--- config.mk ---
export PLATFORM = sky130hd
export DESIGN_NAME = renode_inputs_arbitrated
export DESIGN_NICKNAME = d
export VERILOG_FILES = /design/src/rtl/renode_inputs_arbitrated.sv
export SDC_FILE = /design/constraint.sdc
export NUM_CORES = 1
export LEC_CHECK = 0
export CORE_UTILIZATION = 39
export DETAILED_ROUTE_END_ITERATION = 6
export MAX_ROUTING_LAYER = met4
export PLACE_DENSITY = 0.8
export SETUP_SLACK_MARGIN = 0.02
export SLEW_MARGIN = 5
export SYNTH_ARGS = -nofsm -noshare
export SYNTH_HDL_FRONTEND = slang
export SYNTH_SLANG_ARGS = --single-unit
--- constraint.sdc ---
create_clock -name clk -period 1.9 [get_ports clk]
set_input_delay 0.38 -clock clk [delete_from_list [all_inputs] [get_ports clk]]
set_output_delay 0.38 -clock clk [all_outputs]
set_load 0.005 [all_outputs]
--- src/rtl/renode_inputs_arbitrated.sv ---
// Interrupt/GPIO input bridge: per-channel synchronise, debounce and rise/fall masking,
// with pending events serialised round-robin onto a valid/ready message port.
package renode_pkg;
    typedef logic [31:0] address_t;
    typedef logic [31:0] data_t;
endpackage

module renode_inputs_arbitrated #(
    parameter int unsigned          InputsCount    = 1,
    parameter int unsigned          SyncStages     = 2,
    parameter int unsigned          DebounceCycles = 0,
    parameter renode_pkg::address_t AddressBase    = '0
) (
    input  logic                   clk,
    input  logic                   rst,
    input  logic [InputsCount-1:0] inputs,
    input  logic [InputsCount-1:0] report_rise,
    input  logic [InputsCount-1:0] report_fall,
    output logic                   msg_valid,
    input  logic                   msg_ready,
    output renode_pkg::address_t   msg_address,
    output renode_pkg::data_t      msg_data,
    output logic [InputsCount-1:0] pending,
    output logic [15:0]            coalesced_count
);
    localparam int N    = int'(InputsCount);
    localparam int IdxW = (N > 1) ? $clog2(N) : 1;

    logic [N-1:0]    synced;
    logic [N-1:0]    stable;
    logic [N-1:0]    stable_next;
    logic [N-1:0]    value;
    logic [N-1:0]    report;
    logic [N-1:0]    granted;
    logic [IdxW-1:0] rr_ptr;
    logic [IdxW-1:0] grant_idx;
    logic            grant_any;
    logic            grant_val;
    logic            slot_free;
    logic [15:0]     coalesced_next;

    generate
        if (SyncStages == 0) begin : g_no_sync
            assign synced = inputs;
        end else begin : g_sync
            logic [SyncStages-1:0][N-1:0] chain;

            // NOTE: non-blocking assignments let every stage sample its predecessor's old value.
            always_ff @(posedge clk or posedge rst) begin
                if (rst) begin
                    chain <= '0;
                end else begin
                    chain[0] <= inputs;
                    for (int s = 1; s < int'(SyncStages); s++) chain[s] <= chain[s-1];
                end
            end

            assign synced = chain[SyncStages-1];
        end
    endgenerate

    generate
        if (DebounceCycles <= 1) begin : g_no_debounce
            assign stable_next = synced;
        end else begin : g_debounce
            localparam int CntW = $clog2(DebounceCycles);
            localparam logic [CntW-1:0] CntLast = CntW'(DebounceCycles - 1);
            logic [N-1:0][CntW-1:0] cnt;

            // NOTE: the default assignment before the loop keeps this block free of latches.
            always_comb begin
                stable_next = stable;
                for (int i = 0; i < N; i++)
                    if (synced[i] != stable[i] && cnt[i] == CntLast) stable_next[i] = synced[i];
            end

            always_ff @(posedge clk or posedge rst) begin
                if (rst) begin
                    cnt <= '0;
                end else begin
                    for (int i = 0; i < N; i++) begin
                        if (synced[i] == stable[i] || cnt[i] == CntLast) cnt[i] <= '0;
                        else                                             cnt[i] <= cnt[i] + 1'b1;
                    end
                end
            end
        end
    endgenerate

    assign report    = (stable_next & ~stable & report_rise) | (~stable_next & stable & report_fall);
    assign slot_free = !msg_valid || msg_ready;

    // Lowest pending index at or after rr_ptr wins: smallest rotated distance from the pointer.
    always_comb begin : arbiter
        int best_off;
        int off;
        best_off  = N;
        off       = 0;
        grant_idx = '0;
        grant_val = 1'b0;
        granted   = '0;
        for (int i = 0; i < N; i++) begin
            off = (i + N - int'(rr_ptr)) % N;
            if (slot_free && pending[i] && off < best_off) begin
                best_off  = off;
                grant_idx = IdxW'(i);
                grant_val = value[i];
            end
        end
        grant_any = (best_off < N);
        for (int i = 0; i < N; i++) granted[i] = grant_any && (grant_idx == IdxW'(i));
    end

    // A pending event overwritten before it was granted counts as coalesced.
    always_comb begin : coalesce
        int total;
        total = int'(coalesced_count);
        for (int i = 0; i < N; i++)
            if (report[i] && pending[i] && !granted[i]) total = total + 1;
        coalesced_next = (total > 65535) ? 16'hFFFF : total[15:0];
    end

    always_ff @(posedge clk or posedge rst) begin
        if (rst) begin
            stable          <= '0;
            pending         <= '0;
            value           <= '0;
            msg_valid       <= 1'b0;
            msg_address     <= '0;
            msg_data        <= '0;
            coalesced_count <= '0;
            rr_ptr          <= '0;
        end else begin
            stable          <= stable_next;
            coalesced_count <= coalesced_next;
            for (int i = 0; i < N; i++) begin
                if (report[i]) begin
                    pending[i] <= 1'b1;
                    value[i]   <= stable_next[i];
                end else if (granted[i]) begin
                    pending[i] <= 1'b0;
                end
            end
            if (slot_free) begin
                if (grant_any) begin
                    msg_valid   <= 1'b1;
                    msg_address <= AddressBase + renode_pkg::address_t'(grant_idx);
                    msg_data    <= renode_pkg::data_t'(grant_val);
                    rr_ptr      <= (grant_idx == IdxW'(N - 1)) ? '0 : grant_idx + 1'b1;
                end else begin
                    msg_valid <= 1'b0;
                end
            end
        end
    end

endmodule

Yosys cells after proc, flatten, opt, wreduce, memory -nomap -nowiden
Cells that the tools add are included.
{ "totals": {"register_bits": 23, "input_bits": 6, "out_inout_bits": 82, "word_cells": 33} }
{ "op_classes": {"addsub": 1, "n_lt_le_gt_ge": 2, "muxes": 7, "bitwise": 7, "reduce_logical": 8} }
{ "ops": {"columns": ["op", "count"], "rows": [
  ["greater-than comparator 32 x 17 -> 1 bit (second input constant)", 1],
  ["< comparator 32 x 2 -> 1 bit (second input constant)", 1],
  ["adder 16 x 1 -> 17 bit (second input constant)", 1],
  ["two-way mux 17 bit", 1],
  ["two-way mux 16 bit", 1],
  ["two-way mux 1 bit", 5],
  ["AND 1 bit", 4],
  ["logical AND 1 bit", 3],
  ["logical NOT 1 bit", 2],
  ["NOT 1 bit", 2],
  ["AND reduction 2 bit", 1],
  ["nonzero test 2 bit", 1],
  ["logical OR 1 bit", 1],
  ["bitwise OR 1 bit", 1]
]} }

Longest topological paths before layout
Gate-level depths: netlist of run 1.
{ "logic_depth": {"word_depth": 10, "ltp_mapped": 6, "depth_no_buf": 5} }

Worst setup path after synthesis of run 1
No wires, ideal clock.
{ "synth_path": {"path_kind": "reg2reg", "start": "reg g_sync.chain (netlist bit stable_next)", "end": "reg coalesced_count[14]", "setup_time_ns": 0.128, "arrival_ns": 1.613, "required_ns": 1.772, "setup_slack_ns": 0.160, "path_stages_with_launch": 6, "n_path_buf": 1, "period_less_slack_ns": 1.740, "cell_sequence": "dfrtp_1 nand3b_1 a21o_1 buf_2 nor4_1 mux2_1"} }
{ "synth_via": {"elab_chain_len": 9, "word_cells_on_any_way": 11, "cone_classes": "order compare: 1; mux: 2; bitwise: 6; reduce/logical: 2"} }
{ "synth_lines": {"columns": ["element", "line_no", "rtl"], "rows": [
  ["from (decl)", "46", "logic [SyncStages-1:0][N-1:0] chain;"],
  ["NOT 1 bit", "90", "assign report = (stable_next & ~stable & report_rise) | (~stable_next & stable & report_fall);"],
  ["AND 1 bit (2 in series)", "90", null],
  ["bitwise OR 1 bit (*)", "90", null],
  ["logical AND 1 bit (*) (2 in series)", "119", "if (report[i] && pending[i] && !granted[i]) total = total + 1;"],
  ["two-way mux 17 bit (*)", "119", null],
  ["greater-than comparator 32 x 17 -> 1 bit", "120", "coalesced_next = (total > 65535) ? 16'hFFFF : total[15:0];"],
  ["two-way mux 16 bit (*)", "120", null],
  ["named net coalesced_next[14]", "40", "logic [15:0] coalesced_next;"],
  ["to (signal assigned)", "135", "coalesced_count <= coalesced_next;"],
  ["to (decl)", "24", "output logic [15:0] coalesced_count"]
]} }
The timed path passes the listed nets; every way through them passes the cells marked *.
A chain may end at the register's enable or synchronous reset.

Worst setup path after layout of run 1
{ "layout_path": {"start": "reg coalesced_count[1]", "end": "reg coalesced_count[14]"} }
{ "layout_via": {"elab_chain_len": 4} }
{ "layout_lines": {"columns": ["element", "line_no"], "rows": [
  ["adder 16 x 1 -> 17 bit", "119"],
  ["two-way mux 17 bit (*)", "119"],
  ["greater-than comparator 32 x 17 -> 1 bit", "120"],
  ["two-way mux 16 bit (*)", "120"],
  ["named net coalesced_next[14]", "40"]
]} }
Marks and branches as above.

==> results.sh, run 1 <==
export IMPL_outcome="finished, final reports clean"
export IMPL_slew_violations=0
export IMPL_finalSetupTns_ns=0
export IMPL_hold_depth=0
export IMPL_postRouteWirelength_um=2730
export IMPL_whs_endpoint="stable_next$_DFF_PP0_"
export IMPL_skew_ns=0.00212
export IMPL_cp_end_kind="register"
export IMPL_synth_ff_latch_count=23
export IMPL_fin_crit_ns=1.80
export IMPL_rr_worst_depth=5
export IMPL_max_clock_freq_ghz=0.555
export IMPL_cp_arrival_ns=1.95
export IMPL_layout_cells_non_filler=265
export IMPL_drt_iter0_markers=18
export IMPL_power_leakage_nw=0.889
export IMPL_multi_input_area_um2=793
export IMPL_grt_max_degree=24
export IMPL_numCtsBuffers=3
export IMPL_grt_remaining_overflow=0
export IMPL_die_y_um=66.6
export IMPL_dpl_hpwl_um=2110
export IMPL_cts_tree="yes"
export IMPL_die_w_um=66.6
export IMPL_clk_pin_slew_ns=0.08
export IMPL_powerDensity_nw_per_um2=583
export IMPL_pin_count=88
export IMPL_timing_rr_end="coalesced_count[14]$_DFF_PP0_"
export IMPL_worstPathMaxFanout=5
export IMPL_final_common_cell="conb_1"
export IMPL_drt_first_pass_iters=4
export IMPL_dpl_cell_area_um2=1770
export IMPL_syn_cell_area_um2=1630
export IMPL_final_hold_viol_count=0
export IMPL_startpoint_type="register"
export IMPL_hp_class="reg -> reg"
export IMPL_clock_sinks=23
export IMPL_htree_num_levels=1
export IMPL_syn_to_final_growth_pct=12.8
export IMPL_vias=1117
export IMPL_port_buffers=24
export IMPL_start_util_pct=40.7
export IMPL_fin_area_um2=1840
export IMPL_detail_route_antenna_nets=0
export IMPL_root_buffer="clkbuf_8"
export IMPL_ir_drop_mv=0.311
export IMPL_fillers=394
export IMPL_worst_pin_slew_ns=0.488
export IMPL_ys_types=37
export IMPL_fin_util_pct=45.9
export IMPL_ys_seq_area_share_pct=35.4
export IMPL_drc_errors=0
export IMPL_syn_avg_cell_area_um2=9.19
export IMPL_grt_pass1_vias=937
export IMPL_finalPower_mw=1.07
export IMPL_regToRegSetupSlack_ns=0.1
export IMPL_worstSetupPathType="reg -> reg"
export IMPL_finalSetupViolations=0
export IMPL_final_cell_mix="conb_1 (63), clkdlybuf4s50_1 (24), dfrtp_1 (22)"
export IMPL_cts_buffer_depth=2
export IMPL_grt_pass1_wl_um=4260
export IMPL_period_share_pct=94.9
export IMPL_clkLatencyLatePin_ns=0.27
export IMPL_area_sequential_um2=577
export IMPL_die_area_um2=4430
export IMPL_rr_startpoint="coalesced_count[1]$_DFF_PP0_"
export IMPL_core_um2=4000
export IMPL_viasPerCell=4.22
export IMPL_gp_congestion=0.837
export IMPL_grt_antenna_before_repair=0
export IMPL_grt_total_usage_pct=13.5
export IMPL_dp_cells=261
export IMPL_antennaDiodeCount=0
export IMPL_fp_row_count=23
export IMPL_synth_largest_area_cell="dfrtp_1"
export IMPL_holdCritStartpoint="g_sync.chain[0]$_DFF_PP0_"
export IMPL_drive_above_1_share_pct=12.6
export IMPL_nNetsFinal=223
export IMPL_ctsHoldBuffers=0
export IMPL_yosys_warnings=0
export IMPL_slew_headroom_pct=66.6
export IMPL_ys_top_cells_by_area="dfrtp_1 (35%), buf_4 (29%), nand2_1 (4.4%), xnor2_1 (3.2%), nand3_1 (2.8%)"
export IMPL_yosys_area_top_type_share_pct=35.4
export IMPL_cp_required_ns=2.05
export IMPL_drv_cap=0
export IMPL_wl_per_cell_um=10.3
export IMPL_postSynthCellCount=177
export IMPL_rsz0062_at_grt="yes"
where the power goes:
group          switching (mW)  total (mW)  internal, mW  leakage [nW]
Sequential             0.0430       0.569         0.526         0.300
Combinational          0.0927       0.195         0.103         0.563
Clock                   0.158       0.305         0.147        0.0255
worst max-delay path, stage by stage, from the launching register on:
cell     delay, ns
dfrtp_1       0.44
ha_1          0.20
nand3_1       0.12
or2_2         0.32
nor4_2        0.25
mux2_1        0.36
through the flow:
| step | worst slack (ns) | hold slack (ns) |
|---|---|---|
| 2_1_floorplan | 0.160 | 0.331 |
| 3_3_place_gp | -0.112 | 0.332 |
| 3_5_place_dp | -0.184 | 0.339 |
| 4_1_cts | 0.0278 | 0.358 |
| 5_1_grt | 0.0123 | 0.374 |
| 6_report | 0.0968 | 0.356 |
registers in the layout, summed over array words and instances (netlist names):
| register | cells |
|---|---|
| stable_next | 1 |
| msg_data | 1 |
| coalesced_count | 16 |
| stable | 1 |
| pending | 1 |
| value | 1 |
| g_sync.chain | 1 |
| msg_valid | 1 |
kinds of logic (layout without fill, tap and decap cells):
| family | Yosys count | after routing | synth area share [%] |
|---|---|---|---|
| xor gates and xnor gates | 6 | 6 | 3.23 |
| DFF | 23 | 23 | 35.4 |
| muxes | 6 | 6 | 4.08 |
| other | 1 | 63 | 0.231 |
| AOI/OAI and AO/OA | 15 | 15 | 6.00 |
| adders and majority gates | 1 | 1 | 0.769 |
| buffers and inverters | 69 | 45 | 31.0 |
| and+or+nand+nor | 56 | 56 | 19.3 |
timing repair:
action / 4_1_cts / 5_1_grt
setup endpoints to repair: 0 / 3
setup buffers: 0 / 0
resized for setup: 0 / 4
synth_stat cells:
cell and n:
nor3_1 1, buf_2 1, mux2i_1 1, a21oi_1 4, buf_4 63, xnor2_1 6
and2_1 1, nand4_1 4, o31ai_1 1, nand3_1 9, nor4_4 1, or2_2 1
a211oi_1 2, o41ai_1 1, mux2_1 2, buf_6 1, a2111oi_0 2, clkbuf_1 1
nand2_1 19, and4_1 1, nand3_2 1, or4_1 1, nand4b_1 2, conb_1 1
nor4_1 2, dfrtp_1 23, a21o_1 1, ha_1 1, a31oi_1 1, and3_1 1
nand3b_1 3, inv_1 3, or3_1 3, o21ai_0 3, mux2_2 3, nor2_1 3
nand2b_1 3
metal layers:
layer / routed length, um / share of wire [%] / GRT usage [%]
met1: 1260 / 46 / 16.7
met5: 0 / 0 / -
met4: 55 / 2.0 / 7.98
met2: 1290 / 47 / 20.6
met3: 123 / 4.5 / 2.05
final cells by class:
| type | instances | area share, % |
|---|---|---|
| clock buffer | 3 | 2.25 |
| tap | 50 | 3.41 |
| timing repair buffer | 38 | 18.8 |
| clock inverter | 1 | 0.273 |
| multi-input combinational | 147 | 43.2 |
| sequential | 23 | 31.4 |
| inverter | 3 | 0.613 |
worst max path at each step:
stage                                       from                             to  slack, ns  depth (start not counted)
floorplan                  stable_next$_DFF_PP0_  coalesced_count[14]$_DFF_PP0_       0.16                          5
global placement                       msg_ready  coalesced_count[11]$_DFF_PP0_      -0.11                          6
detailed placement                   report_fall  coalesced_count[14]$_DFF_PP0_      -0.18                          5
CTS                 coalesced_count[0]$_DFF_PP0_  coalesced_count[14]$_DFF_PP0_       0.03                          5
global route        coalesced_count[1]$_DFF_PP0_  coalesced_count[14]$_DFF_PP0_       0.01                          5
finish              coalesced_count[1]$_DFF_PP0_  coalesced_count[14]$_DFF_PP0_        0.1                          5
Power figures use the tool's default switching activity.
==> run 2, diff against run 1 <==
- CORE_UTILIZATION: 39 -> 25
- PLACE_DENSITY: 0.8 -> default
==> results.sh, run 2 (synthesis results as in run 1) <==
export IMPL_final_common_cell="conb_1"
export IMPL_nNetsFinal=226
export IMPL_drt_first_pass_iters=4
export IMPL_gp_congestion=0.738
export IMPL_drc_errors=0
export IMPL_fin_crit_ns=1.78
export IMPL_cp_required_ns=2.10
export IMPL_start_util_pct=25.8
export IMPL_cts_tree="yes"
export IMPL_hold_depth=0
export IMPL_worstSetupPathType="in -> reg"
export IMPL_htree_num_levels=1
export IMPL_outcome="finished, final reports clean"
export IMPL_ctsHoldBuffers=0
export IMPL_grt_pass1_wl_um=4200
export IMPL_ir_drop_mv=0.350
export IMPL_antennaDiodeCount=0
export IMPL_die_y_um=82.7
export IMPL_grt_antenna_before_repair=0
export IMPL_slew_violations=0
export IMPL_drv_cap=0
export IMPL_period_share_pct=93.9
export IMPL_rr_startpoint="coalesced_count[3]$_DFF_PP0_"
export IMPL_max_clock_freq_ghz=0.560
export IMPL_crit_start="msg_ready"
export IMPL_cp_end_kind="register"
export IMPL_fp_row_count=29
export IMPL_layout_cells_non_filler=295
export IMPL_syn_to_final_growth_pct=16.0
export IMPL_fillers=669
export IMPL_p_comb_share_pct=19.4
export IMPL_core_um2=6310
export IMPL_swShare_pct=27.5
export IMPL_dp_cells=291
export IMPL_p_int_mw=0.786
export IMPL_largest_register="coalesced_count"
export IMPL_drt_iter0_markers=38
export IMPL_pwr_share_clk_pct=29.0
export IMPL_final_hold_viol_count=0
export IMPL_detail_route_antenna_nets=0
export IMPL_worstPathMaxFanout=7
export IMPL_finalPower_mw=1.08
export IMPL_cts_setup_buffers=0
export IMPL_postRouteWirelength_um=2740
export IMPL_cts_buffer_depth=2
export IMPL_grt_remaining_overflow=0
export IMPL_p_switching_mw=0.298
export IMPL_clk_pin_slew_ns=0.09
export IMPL_cts_resized=0
export IMPL_clock_sinks=23
export IMPL_die_area_um2=6830
export IMPL_skew_ns=0.00975
export IMPL_vias=1139
export IMPL_rr_worst_depth=4
export IMPL_die_w_um=82.7
export IMPL_viasPerCell=3.86
export IMPL_power_leakage_nw=0.905
export IMPL_port_buffers=24
export IMPL_largest_register_ffs=16
export IMPL_grt_max_degree=24
export IMPL_pwr_share_seq_pct=51.6
export IMPL_drive_above_1_share_pct=13.3
export IMPL_regToRegSetupSlack_ns=0.14
export IMPL_rsz0062_at_grt="no"
export IMPL_whs_endpoint="stable_next$_DFF_PP0_"
export IMPL_numCtsBuffers=3
export IMPL_pin_count=88
export IMPL_hp_class="reg -> reg"
export IMPL_root_buffer="clkbuf_8"
export IMPL_grt_total_usage_pct=8.41
export IMPL_clkLatencyLatePin_ns=0.27
export IMPL_grt_pass1_vias=893
export IMPL_dpl_hpwl_um=2150
export IMPL_powerDensity_nw_per_um2=574
export IMPL_cp_arrival_ns=1.99
export IMPL_timing_rr_end="coalesced_count[15]$_DFF_PP0_"
export IMPL_final_cell_mix="conb_1 (63), clkdlybuf4s50_1 (24), dfrtp_1 (23)"
export IMPL_holdCritStartpoint="g_sync.chain[0]$_DFF_PP0_"
export IMPL_wl_per_cell_um=9.30
export IMPL_finalSetupViolations=0
export IMPL_startpoint_type="primary input"
==> run 2: cell types whose count changed in the layout (fill, tap and decap cells not counted), sizes merged <==
cell	delta
buf	+3
clkinvlp	+1
clkinv	-1
==> run 2: cell type report <==
cell class	count	area [um^2]	area share, %
clock buffers	3	41.3	2.19
clock inverters	1	7.51	0.398
inverters	3	11.3	0.597
multi-input cells	147	787	41.7
flip-flops and latches	23	576	30.5
well taps	77	96.3	5.11
repair buffers	41	368	19.5
==> run 2: how the worst max path moves through the flow <==
stage               slack (ns)                            end  cells after the start
floorplan                 0.16  coalesced_count[14]$_DFF_PP0_                      5
global placement         -0.19   coalesced_count[5]$_DFF_PP0_                      7
detailed placement       -0.21  coalesced_count[14]$_DFF_PP0_                      5
CTS                       0.07  coalesced_count[14]$_DFF_PP0_                      5
global route              0.02   coalesced_count[5]$_DFF_PP0_                      7
finish                    0.12   coalesced_count[9]$_DFF_PP0_                      6
==> run 2: worst max-delay path: stages <==
cell             delay, ns
clkdlybuf4s50_1       0.42
nand3b_1              0.19
a21o_2                0.27
buf_4                 0.16
or4_1                 0.47
nand3_1               0.09
==> run 2: stage by stage <==
step | worst slack, ns | setup TNS, ns | util (%) | hold slack (ns) | instance area (um^2)
detailed placement | -0.208 | -0.933 | 29.0 | 0.337 | 1830
global route | 0.0247 | 0 | 29.9 | 0.362 | 1890
CTS | 0.0720 | 0 | 29.8 | 0.360 | 1880
global placement | -0.187 | -0.855 | 29.0 | 0.334 | 1830
finish | 0.115 | 0 | 29.9 | 0.356 | 1890
floorplan | 0.160 | 0 | - | 0.331 | 1860
==> run 2: power by group through the flow <==
stage          registers (mW)  logic, mW  clock network [mW]
2_1_floorplan           0.570      0.183                   0
3_3_place_gp            0.569      0.210                   0
3_5_place_dp            0.568      0.212                   0
4_1_cts                 0.558      0.214               0.327
5_1_grt                 0.567      0.243               0.338
6_report                0.559      0.211               0.314
==> run 2: per-layer routing <==
| layer | vias to the layer above | track usage, % | routed length [um] |
|---|---|---|---|
| met4 | 0 | 3.62 | 21 |
| met2 | 46 | 13.9 | 1360 |
| met3 | 2 | 0.989 | 93 |
| li1 | 558 | - | - |
| met5 | - | - | 0 |
| met1 | 533 | 10.3 | 1270 |
